$ cat src/rtl/can_arb_ctrl.sv
// can_arb_ctrl: CAN-style wired-AND identifier arbitration (SOF, MSB-first ID bits, grant, IFS).
// Define CAN_ARB_STARVE_EN to build per-node saturating loss counters and starvation flags.
module can_arb_ctrl #(
  parameter int N_NODES    = 4,
  parameter int ID_W       = 11,
  parameter int IFS_LEN    = 3,
  parameter int STARVE_MAX = 8
) (
  input  logic                       clk,
  input  logic                       rst,
  input  logic [N_NODES-1:0]         req,
  input  logic [N_NODES*ID_W-1:0]    id_in,
  output logic                       bus_bit,
  output logic [N_NODES-1:0]         node_tx,
  output logic                       busy,
  output logic                       grant_valid,
  output logic [$clog2(N_NODES)-1:0] grant_idx,
  output logic [ID_W-1:0]            grant_id,
  output logic                       tie,
  output logic [N_NODES-1:0]         lost,
  output logic [N_NODES-1:0]         starve
);
  localparam int IDX_W = $clog2(N_NODES);
  localparam int POP_W = $clog2(N_NODES + 1);
  localparam int CNT_W = (ID_W > 1) ? $clog2(ID_W) : 1;
  localparam int IFS_W = $clog2(IFS_LEN + 1);

  typedef enum logic [2:0] {IDLE, SOF, ARB, GRANT, IFS} state_t;

  state_t             state_q, state_d;
  logic [N_NODES-1:0] active_q, active_d;
  logic [N_NODES-1:0] snap_q, snap_d;
  logic [ID_W-1:0]    ids_q [N_NODES];
  logic [ID_W-1:0]    ids_d [N_NODES];
  logic [CNT_W-1:0]   bit_cnt_q, bit_cnt_d;
  logic [IFS_W-1:0]   ifs_cnt_q, ifs_cnt_d;

  logic               bus_bit_q, bus_bit_d;
  logic [N_NODES-1:0] node_tx_q, node_tx_d;
  logic               busy_q, busy_d;
  logic               grant_valid_q, grant_valid_d;
  logic [IDX_W-1:0]   grant_idx_q, grant_idx_d;
  logic [ID_W-1:0]    grant_id_q, grant_id_d;
  logic               tie_q, tie_d;
  logic [N_NODES-1:0] lost_q, lost_d;

  logic [IDX_W-1:0]   win_idx;
  logic [POP_W-1:0]   pop_cnt;

  // Survivor selection: lowest surviving index wins; more than one survivor is a tie.
  always_comb begin
    win_idx = '0;
    pop_cnt = '0;
    for (int i = N_NODES - 1; i >= 0; i--) begin
      if (active_q[i]) win_idx = IDX_W'(i);
    end
    for (int i = 0; i < N_NODES; i++) begin
      pop_cnt = pop_cnt + POP_W'(active_q[i]);
    end
  end

  always_comb begin
    state_d       = state_q;
    active_d      = active_q;
    snap_d        = snap_q;
    bit_cnt_d     = bit_cnt_q;
    ifs_cnt_d     = ifs_cnt_q;
    for (int i = 0; i < N_NODES; i++) ids_d[i] = ids_q[i];
    bus_bit_d     = 1'b1;
    node_tx_d     = '1;
    busy_d        = (state_q != IDLE);
    grant_valid_d = 1'b0;
    grant_idx_d   = grant_idx_q;
    grant_id_d    = grant_id_q;
    tie_d         = 1'b0;
    lost_d        = '0;
    case (state_q)
      IDLE: begin
        if (|req) begin
          active_d = req;
          snap_d   = req;
          for (int i = 0; i < N_NODES; i++) ids_d[i] = id_in[i*ID_W +: ID_W];
          state_d  = SOF;
        end
      end
      SOF: begin
        bus_bit_d = 1'b0;
        node_tx_d = ~active_q;
        bit_cnt_d = CNT_W'(ID_W - 1);
        state_d   = ARB;
      end
      ARB: begin
        for (int i = 0; i < N_NODES; i++) begin
          node_tx_d[i] = active_q[i] ? ids_q[i][bit_cnt_q] : 1'b1;
        end
        bus_bit_d = &node_tx_d;
        // A node sending recessive while the bus reads dominant has lost.
        active_d  = active_q & ~(node_tx_d & {N_NODES{~bus_bit_d}});
        if (bit_cnt_q == '0) begin
          state_d = GRANT;
        end else begin
          bit_cnt_d = bit_cnt_q - 1'b1;
        end
      end
      GRANT: begin
        grant_valid_d = 1'b1;
        grant_idx_d   = win_idx;
        grant_id_d    = ids_q[win_idx];
        tie_d         = (pop_cnt > POP_W'(1));
        lost_d        = snap_q & ~(N_NODES'(1) << win_idx);
        ifs_cnt_d     = '0;
        state_d       = IFS;
      end
      IFS: begin
        if (ifs_cnt_q == IFS_W'(IFS_LEN - 1)) begin
          state_d = IDLE;
        end else begin
          ifs_cnt_d = ifs_cnt_q + 1'b1;
        end
      end
      default: state_d = IDLE;
    endcase
  end

  always_ff @(posedge clk) begin
    if (!rst) begin
      state_q       <= IDLE;
      active_q      <= '0;
      snap_q        <= '0;
      for (int i = 0; i < N_NODES; i++) ids_q[i] <= '0;
      bit_cnt_q     <= '0;
      ifs_cnt_q     <= '0;
      bus_bit_q     <= 1'b1;
      node_tx_q     <= '1;
      busy_q        <= 1'b0;
      grant_valid_q <= 1'b0;
      grant_idx_q   <= '0;
      grant_id_q    <= '0;
      tie_q         <= 1'b0;
      lost_q        <= '0;
    end else begin
      state_q       <= state_d;
      active_q      <= active_d;
      snap_q        <= snap_d;
      for (int i = 0; i < N_NODES; i++) ids_q[i] <= ids_d[i];
      bit_cnt_q     <= bit_cnt_d;
      ifs_cnt_q     <= ifs_cnt_d;
      bus_bit_q     <= bus_bit_d;
      node_tx_q     <= node_tx_d;
      busy_q        <= busy_d;
      grant_valid_q <= grant_valid_d;
      grant_idx_q   <= grant_idx_d;
      grant_id_q    <= grant_id_d;
      tie_q         <= tie_d;
      lost_q        <= lost_d;
    end
  end

  assign bus_bit     = bus_bit_q;
  assign node_tx     = node_tx_q;
  assign busy        = busy_q;
  assign grant_valid = grant_valid_q;
  assign grant_idx   = grant_idx_q;
  assign grant_id    = grant_id_q;
  assign tie         = tie_q;
  assign lost        = lost_q;

`ifdef CAN_ARB_STARVE_EN
  localparam int SC_W = $clog2(STARVE_MAX + 1);

  logic [SC_W-1:0]    loss_cnt_q [N_NODES];
  logic [SC_W-1:0]    loss_cnt_d [N_NODES];
  logic [N_NODES-1:0] starve_q, starve_d;

  // Counters follow the registered grant/lost pulses; dropping req forgives past losses.
  always_comb begin
    for (int i = 0; i < N_NODES; i++) begin
      loss_cnt_d[i] = loss_cnt_q[i];
      if (!req[i] || (grant_valid_q && grant_idx_q == IDX_W'(i))) begin
        loss_cnt_d[i] = '0;
      end else if (lost_q[i] && loss_cnt_q[i] != SC_W'(STARVE_MAX)) begin
        loss_cnt_d[i] = loss_cnt_q[i] + 1'b1;
      end
      starve_d[i] = (loss_cnt_d[i] >= SC_W'(STARVE_MAX));
    end
  end

  always_ff @(posedge clk) begin
    if (!rst) begin
      for (int i = 0; i < N_NODES; i++) loss_cnt_q[i] <= '0;
      starve_q <= '0;
    end else begin
      for (int i = 0; i < N_NODES; i++) loss_cnt_q[i] <= loss_cnt_d[i];
      starve_q <= starve_d;
    end
  end

  assign starve = starve_q;
`else
  assign starve = '0;
`endif

endmodule

$ cat config.mk
export PLATFORM = sky130hd
export DESIGN_NAME = can_arb_ctrl
export DESIGN_NICKNAME = d
export VERILOG_FILES = /design/src/rtl/can_arb_ctrl.sv
export SDC_FILE = /design/constraint.sdc
export NUM_CORES = 1
export LEC_CHECK = 0
export BUFFER_PORTS_ARGS = -buffer_cell sky130_fd_sc_hd__buf_2
export CORE_MARGIN = 2
export CORE_UTILIZATION = 59
export DETAILED_ROUTE_END_ITERATION = 10
export GPL_TIMING_DRIVEN = 0
export PLACE_DENSITY = 0.91
export SETUP_SLACK_MARGIN = 0.1
export SYNTH_ARGS = -nofsm -noshare
export SYNTH_HDL_FRONTEND = slang
export SYNTH_SLANG_ARGS = --single-unit
export TNS_END_PERCENT = 5
$ cat constraint.sdc
create_clock -name clk -period 3.15 [get_ports clk]
set_clock_uncertainty 0.2 [all_clocks]
set_input_delay 0.63 -clock clk [delete_from_list [all_inputs] [get_ports clk]]
set_output_delay 0.63 -clock clk [all_outputs]
set_load 0.01 [all_outputs]
==> results.sh, run 1 <==
export IMPL_antenna_cells=0
export IMPL_hpwl_mm=7.86
export IMPL_ys_top_cells_by_count="nand2_1 (114), dfxtp_1 (86), a21boi_0 (43)"
export IMPL_slew_headroom=0.589
export IMPL_area_growth_pct=16.3
export IMPL_cts_buffers=9
export IMPL_drc=0
export IMPL_cts_hold_buf=0
export IMPL_routed_via_count=3586
export IMPL_use_met2=0.485
export IMPL_ys_seq_area_frac=0.429
export IMPL_dr_pass1_iters=5
export IMPL_clk_latency_ns=0.37
export IMPL_placementRows=30
export IMPL_yosys_warnings=0
export IMPL_dp_cells=605
export IMPL_setup_violations=0
export IMPL_max_freq_ghz=0.419
export IMPL_worst_pin_slew_ns=0.617
export IMPL_die_x_microns=86.5
export IMPL_critPathArrivalTime_ns=2.46
export IMPL_met3_usage=0.0629
export IMPL_drv_slew=0
export IMPL_grt_usage=0.288
export IMPL_power_leakage_uw=0.00208
export IMPL_setup_tns_final_ns=0
export IMPL_post_cts_setup_buffers=0
export IMPL_synth_top_area_frac=0.429
export IMPL_p_clk_frac=0.184
export IMPL_fin_nets=590
export IMPL_drt_iter0_drc=188
export IMPL_fin_crit_ns=2.38
export IMPL_cts_sinks=86
export IMPL_hold_worst_slack_ns=0.228
export IMPL_hold_path_class="reg2reg"
export IMPL_drive_above_1_share=0.233
export IMPL_post_synth_top_count_cell="nand2_1"
export IMPL_vdd_drop_max_mv=0.455
export IMPL_end_kind="register"
export IMPL_synthDistinctLibCells=45
export IMPL_status="complete, no violations"
export IMPL_seq_area_sq_um=1720
export IMPL_async_flop_share=0
export IMPL_syn_area_sq_um=4010
export IMPL_final_fill_count=557
export IMPL_die_height_microns=86.5
export IMPL_cts_buffer_depth=2
export IMPL_htree_num_levels=3
export IMPL_synthTopCellsByArea="dfxtp_1 (43%), nand2_1 (11%), a21boi_0 (8.0%), mux2i_1 (6.0%), o211a_1 (3.0%)"
export IMPL_die_area_sq_um=7470
export IMPL_pwr_share_seq=0.400
export IMPL_met1_usage=0.350
export IMPL_maxCapViolCount=0
export IMPL_path_max_fanout=10
export IMPL_synth_area_per_cell_sq_um=8.95
export IMPL_instances_no_fill=621
export IMPL_cp_required_ns=3.23
export IMPL_switchingPower_uw=1610
export IMPL_top_level_ports=79
export IMPL_multi_input_area_sq_um=2060
export IMPL_drt_wl_total_mm=10.5
export IMPL_port_buffers=74
export IMPL_cts_tree="done"
export IMPL_antenna_left=0
export IMPL_wl_per_cell_microns=16.8
export IMPL_synth_top_cell_by_area="dfxtp_1"
export IMPL_cts_resized_gates=0
export IMPL_rsz0062_at_grt="false"
export IMPL_coreArea_sq_um=6680
export IMPL_grt_pass1_vias=3480
export IMPL_grt_busiest_layer="met2"
export IMPL_hold_violations=0
export IMPL_ys_seq_elements=86
export IMPL_path_class="reg2reg"
export IMPL_pwr_density_cell_nw_per_um2=822
export IMPL_grt_ovfl_total=0
export IMPL_grt_pass1_wl_mm=16.6
export IMPL_clockRootBuffer="clkbuf_8"
export IMPL_post_route_period_util=0.757
export IMPL_fin_util=0.698
export IMPL_p_sw_frac=0.418
export IMPL_ys_flop_type="dfxtp_1"
export IMPL_clk_pin_slew_worst_paths_ns=0.09
export IMPL_place_congestion=0.927
export IMPL_start_util=0.600
export IMPL_power_internal_uw=2230
export IMPL_viasPerCell=5.77
export IMPL_synth_edff_count=0
export IMPL_combPwrFrac=0.416
export IMPL_synth_cells=448
export IMPL_antenna_found_initial=0
export IMPL_grt_start_max_net_pins=16
export IMPL_cp_start_kind="register"
export IMPL_finalPower_uw=3840
==> sequential cells by signal, summed over array words and instances, names as in the netlist <==
signal       count
node_tx          4
lost             4
ids_q           44
tie              1
ifs_cnt_q        2
busy             1
state_q          3
grant_id        11
bus_bit          1
bit_cnt_q        4
snap_q           4
active_q         4
grant_valid      1
grant_idx        2
==> through the flow <==
stage	area (sq um)	setup slack [ns]
6_report	4670	0.766
2_1_floorplan	4020	1.07
5_1_grt	4670	0.675
4_1_cts	4670	0.817
3_3_place_gp	4490	0.709
3_5_place_dp	4490	0.655
==> power by group through the flow <==
stage	combinational [uW]	clock, uW	sequential [uW]
floorplan	1130	0	1510
global placement	1500	0	1540
detailed placement	1560	0	1550
CTS	1570	711	1520
global route	1740	756	1550
finish	1590	707	1530
==> layout by cell type, fill, tap and decap left out, types with 4 or more instances in the layout <==
| master | count |
|---|---|
| buf_4 | 8 |
| and2_1 | 4 |
| nor2_1 | 10 |
| clkbuf_8 | 9 |
| nand3b_1 | 4 |
| nor3b_1 | 5 |
| a21oi_1 | 9 |
| conb_1 | 4 |
| clkbuf_1 | 15 |
| buf_2 | 84 |
| a221oi_1 | 9 |
| o211a_1 | 12 |
| a21boi_0 | 43 |
| mux2i_1 | 24 |
| o21ai_1 | 4 |
| nand2_1 | 114 |
| o211ai_1 | 10 |
| dfxtp_1 | 86 |
| a21boi_1 | 7 |
| o21ai_0 | 11 |
| a22oi_1 | 5 |
| mux4_2 | 4 |
| nor2b_1 | 6 |
| inv_1 | 9 |
==> cells by family after synthesis <==
family	Yosys count	synth area share
mux	29	0.0852
simple gates	160	0.177
flops	86	0.429
compound gates	121	0.228
fa+ha+maj	4	0.0143
buf+inv	44	0.0596
xor+xnor	3	0.00655
other cells	1	0.000935
==> critical path, cell delays in order, from the launching register on <==
cell,delay (ns)
dfxtp_1,0.34
buf_6,0.14
buf_12,0.14
buf_4,0.17
inv_1,0.07
ha_1,0.21
a31oi_1,0.45
nand3_1,0.17
xnor2_1,0.15
a21boi_0,0.24
==> routing by layer <==
metal	part of all wire	vias to the layer above	wire length (microns)
li1	-	1719	-
met1	0.41	1672	4310
met2	0.48	163	5070
met3	0.066	32	690
met4	0.037	0	387
met5	0	-	0
==> final timing paths <==
check               start            to  slack (ns)  cells after the start
max          bit_cnt_q[0]  bit_cnt_q[3]        0.77                      9
max reg2reg  bit_cnt_q[0]  bit_cnt_q[3]        0.77                      9
min           active_q[3]    node_tx[3]        0.23                      1
min reg2reg   active_q[3]    node_tx[3]        0.23                      1
==> cell type report <==
cell class | instances | area share
Tap cell | 80 | 0.0215
Timing Repair Buffer | 74 | 0.0794
Clock inverter | 6 | 0.00965
Buffer | 35 | 0.0440
Multi-Input combinational cell | 321 | 0.442
Clock buffer | 10 | 0.0274
Sequential cell | 86 | 0.369
Inverter | 9 | 0.00724
Power figures use the tool's default switching activity.
==> run 2, diff against run 1 <==
--- a/config.mk
+++ b/config.mk
@@ -7,10 +7,10 @@
 export LEC_CHECK = 0
 export BUFFER_PORTS_ARGS = -buffer_cell sky130_fd_sc_hd__buf_2
 export CORE_MARGIN = 2
-export CORE_UTILIZATION = 59
+export CORE_UTILIZATION = 55
 export DETAILED_ROUTE_END_ITERATION = 10
 export GPL_TIMING_DRIVEN = 0
-export PLACE_DENSITY = 0.91
+export PLACE_DENSITY = 0.86
 export SETUP_SLACK_MARGIN = 0.1
 export SYNTH_ARGS = -nofsm -noshare
 export SYNTH_HDL_FRONTEND = slang
==> constraint.sdc (replaced) <==
create_clock -name clk -period 2.4 [get_ports clk]
set_clock_uncertainty 0.2 [all_clocks]
set_input_delay 0.48 -clock clk [delete_from_list [all_inputs] [get_ports clk]]
set_output_delay 0.48 -clock clk [all_outputs]
set_load 0.01 [all_outputs]
==> results.sh, run 2 (synthesis results as in run 1) <==
export IMPL_viasPerCell=5.49
export IMPL_top_register="ids_q"
export IMPL_path_max_fanout=10
export IMPL_hpwl_mm=7.80
export IMPL_end_kind="register"
export IMPL_cp_start_kind="register"
export IMPL_hold_violations=0
export IMPL_slew_headroom=0.630
export IMPL_finalPower_uw=5270
export IMPL_antenna_found_initial=0
export IMPL_rsz0062_at_grt="true"
export IMPL_place_congestion=0.937
export IMPL_clockRootBuffer="clkbuf_8"
export IMPL_post_cts_setup_buffers=0
export IMPL_port_buffers=74
export IMPL_post_route_period_util=0.917
export IMPL_drt_wl_total_mm=10.4
export IMPL_grt_usage=0.273
export IMPL_die_x_microns=89.4
export IMPL_routed_via_count=3516
export IMPL_path_class="reg2reg"
export IMPL_status="complete, no violations"
export IMPL_worst_pin_slew_ns=0.553
export IMPL_fin_util=0.665
export IMPL_cp_required_ns=2.46
export IMPL_clk_latency_ns=0.36
export IMPL_die_area_sq_um=7990
export IMPL_grt_pass1_vias=3307
export IMPL_antenna_cells=0
export IMPL_pwr_density_cell_nw_per_um2=1100
export IMPL_clk_pin_slew_worst_paths_ns=0.09
export IMPL_critPathArrivalTime_ns=2.26
export IMPL_top_level_ports=79
export IMPL_drive_above_1_share=0.242
export IMPL_cts_buffer_depth=2
export IMPL_vdd_drop_max_mv=0.481
export IMPL_antenna_left=0
export IMPL_largest_register_ffs=44
export IMPL_fin_nets=590
export IMPL_die_height_microns=89.4
export IMPL_grt_start_max_net_pins=16
export IMPL_cts_buffers=9
export IMPL_grt_pass1_wl_mm=16.4
export IMPL_drv_slew=0
export IMPL_cts_tree="done"
export IMPL_grt_ovfl_total=0
export IMPL_htree_num_levels=3
export IMPL_setup_violations=0
export IMPL_final_cell_mix="nand2_1 (114), dfxtp_1 (85), buf_2 (84)"
export IMPL_start_util=0.559
export IMPL_max_freq_ghz=0.455
export IMPL_area_growth_pct=19.0
export IMPL_fin_crit_ns=2.20
export IMPL_dr_pass1_iters=5
export IMPL_power_leakage_uw=0.00211
export IMPL_setup_tns_final_ns=0
export IMPL_coreArea_sq_um=7180
export IMPL_drc=0
export IMPL_hold_path_class="in2reg"
export IMPL_placementRows=31
export IMPL_final_common_cell="nand2_1"
export IMPL_drt_iter0_drc=216
export IMPL_maxCapViolCount=0
export IMPL_cts_sinks=86
export IMPL_wl_per_cell_microns=16.2
export IMPL_final_fill_count=582
==> run 2: cell types whose count changed in the layout (fill, tap and decap cells not counted), moves of 2 or more <==
cell and delta:
bufinv_16 +2, clkbuf_1 -2, clkinv_4 +2, clkinvlp_4 -2
==> run 2: path summary, 6_finish.rpt <==
check	end	slack (ns)	startpoint	cells past startpoint
setup / recovery	bit_cnt_q[3]	0.20	bit_cnt_q[0]	9
hold / removal	ids_q[1][2]	0.16	id_in[13]	3
setup reg to reg	bit_cnt_q[3]	0.20	bit_cnt_q[0]	9
hold reg to reg	node_tx[3]	0.25	active_q[3]	1
==> run 2: stage by stage <==
stage          instances  cell area [sq um]  hold slack [ns]  setup slack [ns]
6_report             640               4770            0.159             0.200
3_5_place_dp         624               4520            0.223            0.0360
5_1_grt              640               4770            0.156            0.0808
3_3_place_gp         624               4520            0.217             0.108
2_1_floorplan        451               4020            0.181             0.351
4_1_cts              640               4750            0.151             0.129
==> run 2: layout make-up <==
class,count,area [sq um],area share
Tap cell,99,124,0.0260
Inverter,9,33.8,0.00708
Clock inverter,6,93.8,0.0197
Clock buffer,10,138,0.0288
Timing Repair Buffer,74,370,0.0776
Buffer,35,206,0.0433
Multi-Input combinational cell,321,2080,0.437
Sequential cell,86,1720,0.361
==> run 2: power by group <==
group | internal (uW) | switching, uW | leakage [uW]
combinational | 809 | 1280 | 0.00129
sequential | 1750 | 272 | 0.000706
clock | 622 | 546 | 0.000113
==> run 2: worst max-delay path, cell delays in order (launching register included) <==
cell and delay, ns:
dfxtp_1 0.34, buf_6 0.15, buf_12 0.15, buf_4 0.16, inv_1 0.06, ha_1 0.23, a31oi_4 0.29, nand3_1 0.14
xnor2_1 0.15, a21boi_0 0.22
==> run 2: repair_timing <==
action,4_1_cts,5_1_grt
hold buffers,0,0
gates resized for setup,1,5
setup endpoints to repair,2,6
==> run 2: per-layer routing <==
layer	global-route usage	vias up	routed length, microns	part of all wire
met5	0	-	0	0
met1	0.345	1643	4380	0.42
li1	-	1719	-	-
met2	0.457	130	5030	0.48
met4	0.110	0	256	0.025
met3	0.0554	24	733	0.071
